[src/rtl/rv32i_pkg.sv]
// Shared rv32i definitions: data width, NOP encoding, fault codes, fetch FSM states.
// No logic; pure types and constants.
// No flow control of its own.
package rv32i_pkg;

    localparam int XLEN = 32;

    // addi x0, x0, 0
    localparam logic [XLEN-1:0] NOP_INST = 32'h0000_0013;

    localparam logic [1:0] FAULT_NONE     = 2'b00;
    localparam logic [1:0] FAULT_MISALIGN = 2'b01;
    localparam logic [1:0] FAULT_RANGE    = 2'b10;

    typedef enum logic {
        ST_RUN  = 1'b0,
        ST_HALT = 1'b1
    } fetch_state_t;

    // IF/ID payload as one packed word so load/reset act on it as a unit
    typedef struct packed {
        logic [XLEN-1:0] inst;
        logic [XLEN-1:0] pc;
        logic [XLEN-1:0] pc4;
    } if_id_t;

endpackage

[src/rtl/if_id_reg.sv]
// IF/ID pipeline register: holds the fetched instruction, its PC and PC+4 plus a valid bit.
// Latency: one cycle from load to outputs.
// Backpressure: the owner deasserts load to hold; flush clears valid and beats load.
module if_id_reg
    import rv32i_pkg::*;
(
    input  logic            clk,
    input  logic            rst_n,
    input  logic            load,
    input  logic            flush,
    input  logic [XLEN-1:0] in_inst,
    input  logic [XLEN-1:0] in_pc,
    input  logic [XLEN-1:0] in_pc4,
    output logic            valid,
    output logic [XLEN-1:0] out_inst,
    output logic [XLEN-1:0] out_pc,
    output logic [XLEN-1:0] out_pc4
);

    if_id_t payload;

    // Valid bit and payload: flush drops the entry but leaves the payload bits alone,
    // since nothing downstream looks at them while valid is low.
    always_ff @(posedge clk or negedge rst_n) begin
        if (!rst_n) begin
            valid   <= 1'b0;
            payload <= '{inst: NOP_INST, pc: '0, pc4: '0};
        end else if (flush) begin
            valid <= 1'b0;
        end else if (load) begin
            valid   <= 1'b1;
            payload <= '{inst: in_inst, pc: in_pc, pc4: in_pc4};
        end
    end

    assign out_inst = payload.inst;
    assign out_pc   = payload.pc;
    assign out_pc4  = payload.pc4;

endmodule

[src/rtl/rv32i_fetch.sv]
// Instruction fetch: owns the PC, reads IM combinationally, registers the result for decode.
// Latency: one cycle PC -> id_*; one bubble after a taken redirect.
// Backpressure: id_ready low holds PC and IF/ID; a redirect still wins over a stall.
module rv32i_fetch
    import rv32i_pkg::*;
#(
    parameter logic [31:0] RESET_PC   = 32'h0000_0000,
    parameter int          IMEM_WORDS = 32
) (
    input  logic            clk,
    input  logic            rst_n,
    output logic [29:0]     im_addr,
    input  logic [XLEN-1:0] im_inst,
    input  logic            redirect_valid,
    input  logic [XLEN-1:0] redirect_pc,
    output logic            id_valid,
    input  logic            id_ready,
    output logic [XLEN-1:0] id_inst,
    output logic [XLEN-1:0] id_pc,
    output logic [XLEN-1:0] id_pc4,
    output logic            fault,
    output logic [1:0]      fault_code,
    output logic [31:0]     fetch_count
);

    localparam logic [31:0] IMEM_LIMIT = 32'(IMEM_WORDS);

    fetch_state_t    state;
    logic [XLEN-1:0] pc;
    logic [XLEN-1:0] pc_next_seq;
    logic [31:0]     pc_word;

    logic in_run;
    logic xfer;
    logic can_load;
    logic redir_ok;
    logic redir_bad;
    logic range_err;
    logic do_load;
    logic do_flush;

    assign im_addr     = pc[31:2];
    assign pc_word     = {2'b00, pc[31:2]};
    // Wraps silently at 2^32; the range check then sees the wrapped index.
    assign pc_next_seq = pc + 32'd4;

    // Fetch control, in priority order: redirect, range fault, load, hold.
    always_comb begin
        in_run    = (state == ST_RUN);
        xfer      = id_valid && id_ready;
        can_load  = !id_valid || id_ready;
        redir_ok  = in_run && redirect_valid && (redirect_pc[1:0] == 2'b00);
        redir_bad = in_run && redirect_valid && (redirect_pc[1:0] != 2'b00);
        range_err = in_run && !redirect_valid && can_load && (pc_word >= IMEM_LIMIT);
        do_load   = in_run && !redirect_valid && can_load && !range_err;
        do_flush  = redir_ok || redir_bad || range_err;
    end

    // PC, fault flags and RUN/HALT state. HALT is terminal until reset.
    always_ff @(posedge clk or negedge rst_n) begin
        if (!rst_n) begin
            state      <= ST_RUN;
            pc         <= RESET_PC;
            fault      <= 1'b0;
            fault_code <= FAULT_NONE;
        end else if (state == ST_RUN) begin
            if (redir_ok) begin
                pc <= redirect_pc;
            end else if (redir_bad) begin
                fault      <= 1'b1;
                fault_code <= FAULT_MISALIGN;
                state      <= ST_HALT;
            end else if (range_err) begin
                fault      <= 1'b1;
                fault_code <= FAULT_RANGE;
                state      <= ST_HALT;
            end else if (do_load) begin
                pc <= pc_next_seq;
            end
        end else begin
            state <= ST_HALT;
        end
    end

    // Handshake counter; a transfer in the same cycle as a redirect still counts.
    always_ff @(posedge clk or negedge rst_n) begin
        if (!rst_n) begin
            fetch_count <= '0;
        end else if (xfer) begin
            fetch_count <= fetch_count + 32'd1;
        end
    end

    if_id_reg u_if_id (
        .clk      (clk),
        .rst_n    (rst_n),
        .load     (do_load),
        .flush    (do_flush),
        .in_inst  (im_inst),
        .in_pc    (pc),
        .in_pc4   (pc_next_seq),
        .valid    (id_valid),
        .out_inst (id_inst),
        .out_pc   (id_pc),
        .out_pc4  (id_pc4)
    );

endmodule

[config.mk]
export PLATFORM = sky130hd
export DESIGN_NAME = rv32i_fetch
export DESIGN_NICKNAME = d
export VERILOG_FILES = /design/src/rtl/rv32i_pkg.sv /design/src/rtl/if_id_reg.sv /design/src/rtl/rv32i_fetch.sv
export SDC_FILE = /design/constraint.sdc
export NUM_CORES = 1
export LEC_CHECK = 0
export BUFFER_PORTS_ARGS = -buffer_cell sky130_fd_sc_hd__buf_2
export CORE_UTILIZATION = 53
export CTS_CLUSTER_SIZE = 40
export DETAILED_ROUTE_END_ITERATION = 12
export PLACE_DENSITY = 0.94
export SLEW_MARGIN = 30
export SYNTH_ARGS = -nofsm -noshare
export SYNTH_HDL_FRONTEND = slang
export SYNTH_SLANG_ARGS = --single-unit
[constraint.sdc]
create_clock -name clk -period 3.75 [get_ports clk]
set_clock_uncertainty 0.1 [all_clocks]
set_input_delay 0.1875 -clock clk [delete_from_list [all_inputs] [get_ports clk]]
set_output_delay 0.1875 -clock clk [all_outputs]
set_load 0.02 [all_outputs]
==> out/metrics.csv <==
metric;value;unit
worst-path-buf-inv;1;
max_freq;396.8;MHz
syn_area;6486;um^2
synth-simple-area-share;12.48;%
grt_use_total;25.54;%
crit_type;reg -> reg;
synth_top_family_by_area;simple AND/OR/NAND/NOR gates;
worstReg2RegEnd;u_if_id.out_inst[8]$_DFFE_PN0P_;
dp_cells;822;
final_max_slew_viol_count;0;
viasPerCell;5.117;
coreArea;11960;um^2
cts_made_buffers;17;
pre_cts_slack;1.268;ns
ys_warn_count;0;
synthDistinctLibCells;32;
cts.sink_count;163;
cts_tree;yes;
dieArea;12680;um^2
antenna_left;0;
syn_avg_cell_area;13.26;um^2
io_buffers;229;
die_w;112.6;um
yosysTopAreaCell;dfrtp_1;
final_cells;918;
antenna_cells;0;
die_y;112.6;um
path_delay_family;simple AND/OR/NAND/NOR gates;
peakVddDrop;0.0003357;V
clkTransAtPathRegs;0.06;ns
min_period;2.520;ns
root_buffer;clkbuf_16;
wl_per_cell;16.94;um
final_cell_mix;buf_2, dfrtp_1, dlygate4sd3_1, nor2b_1, mux2_2;
start_util;54.23;%
synth_cells;489;
drv_cap;0;
setup_viol;0;
grt_pass1_wl;24750;um
gp_congestion;0.8315;
htreeDepth;4;
synthAdderAreaFrac;0.5787;%
hold_depth;3;
row_count;40;
slew-limit-headroom;43.19;%
vias;4697;
worst_setup_path_start_kind;register;
cts_max_path_buffers;2;
ioPinCount;230;
muxShareOfSynthArea;11.63;%
worstPathCellList;nor4_1 -> nand4_1 -> nor3_4 -> buf_12 -> mux2_1;
grt_max_degree;102;
final.period_utilization;67.21;%
worstPathMaxFanout;101;
drive_gt1_share;40.08;%
reg2reg_depth;5;
yosys_register_bits;163;
yosys.area.top_type_share;61.73;%
clock_latency;0.42;ns
grt_pass1_vias;4859;
reg2reg_slack;1.23;ns
nets;829;
synth_fp_nets;560;
p_per_area;485.8;nW/um^2
gr-total-overflow;0;
drtIter0Drc;289;
setup_tns;0;ns
drtPass1Iterations;4;
cp.arrival;2.71;ns
final_core_util;73.41;%
final-hold-violation-count;0;
syn2layout_area_growth;35.38;%
min_from;id_ready;
setup_slack;1.230;ns
rsz0062_at_grt;no;
min_to;fetch_count[0]$_DFFE_PN0P_;
final_common_cell;buf_2;
synthXorXnorAreaFrac;5.266;%
hp-class;in -> reg;
synth_area_leaders;dfrtp_1, mux2_2, mux2_1;
p_leak;0.004804;uW
worstSetupEndpointType;register;
ys_seq_area_share;62.94;%
dp_hpwl;9733;um
cts_resized;0;
required;3.94;ns
drcViolationCount;0;
status;completed;
worstMarginPinSlew;0.8522;ns
slowest_stage;dfrtp_1;
synth_compound_area_share;1.505;%
max_stage_delay;0.39;ns
antenna_found_initial;0;
wirelength;15550;um
r2r-start;pc[28]$_DFFE_PN0P_;
==> cells in the mapped netlist <==
cell type	number
ha_1	3
or2_2	1
nand2b_1	2
o21a_1	1
mux2_2	36
nand2_1	22
o31a_1	1
buf_4	33
buf_6	4
nor2_1	24
nor3_1	4
nand3_2	1
buf_2	8
clkbuf_1	2
o21ai_1	2
nor4_4	1
xnor2_1	21
nor4_1	8
dfstp_2	3
a21oi_1	6
dfrtp_1	160
nor3_2	3
o21ai_0	5
o21bai_1	1
nand4_1	7
mux2_1	31
and3_1	7
o311ai_0	1
nand3_1	16
xor2_1	18
nor2b_1	51
inv_1	6
==> routing by layer <==
metal  up-vias  track usage [%]  part of all wire, %
met5         -                0                    0
met4         0            9.689                  1.7
met3        24            6.210                  5.6
met2       190            44.40                   52
met1      2333            30.79                   41
li1       2150                -                    -
==> area by class of cell <==
class,instances,area [um^2]
Timing Repair Buffer,297,1836
Inverter,6,22.52
Clock buffer,20,446.7
Sequential cell,163,4083
Clock inverter,12,157.7
Tap cell,147,183.9
Fill cell,764,3181
Multi-Input combinational cell,273,2052
==> through the flow <==
step	hold slack [ns]	power, uW	area [um^2]
after detailed placement	0.2300	2479	7536
after global routing	0.06102	4412	8781
after CTS	0.01276	4286	8781
final	0.04800	4266	8781
after global placement	0.2052	2454	7536
after floorplan	-0.2081	2286	6486
==> cells by family after synthesis <==
logic type,after synthesis
buf+inv,53
fa+ha+maj,3
flops,163
mux,67
xor+xnor,39
compound gates,17
simple gates,147
==> registers in the layout, summed over array words and instances, names as in the netlist <==
name	cells
fault_code	2
fault	1
u_if_id.out_pc4	32
pc	32
state	1
u_if_id.out_inst	32
u_if_id.out_pc	30
fetch_count	32
u_if_id.valid	1
==> worst reg2reg max path: cells and delay by family (launching register included) <==
family        cells  cell delay (ns)
buf+inv           1             0.37
flops             1             0.39
mux               1             0.50
simple gates      3             1.04
==> worst max-delay path by stage <==
| stage | to | startpoint | slack (ns) | cells after the start |
|---|---|---|---|---|
| after floorplan | u_if_id.out_pc[4]$_DFFE_PN0P_ | pc[26]$_DFFE_PN0P_ | 1.80 | 6 |
| after global placement | u_if_id.out_inst[24]$_DFFE_PN0P_ | pc[26]$_DFFE_PN0P_ | 1.37 | 5 |
| after detailed placement | u_if_id.out_inst[22]$_DFFE_PN0P_ | pc[28]$_DFFE_PN0P_ | 1.27 | 5 |
| after CTS | u_if_id.out_inst[22]$_DFFE_PN0P_ | pc[28]$_DFFE_PN0P_ | 1.27 | 5 |
| after global routing | u_if_id.out_inst[8]$_DFFE_PN0P_ | pc[26]$_DFFE_PN0P_ | 1.06 | 5 |
| final | u_if_id.out_inst[8]$_DFFE_PN0P_ | pc[28]$_DFFE_PN0P_ | 1.23 | 5 |
==> power by group <==
| part | internal (uW) | switching [uW] | total [uW] |
|---|---|---|---|
| Clock | 1070 | 692 | 1760 |
| Combinational | 229 | 313 | 542 |
| Sequential | 1860 | 102 | 1970 |
==> timing repair <==
| action | CTS | global route |
|---|---|---|
| buffers inserted | 0 | 0 |
| hold buffers | 64 | 0 |
| endpoints found under the hold margin | 157 | 0 |
Note: power is estimated with default switching activity, not from simulation.
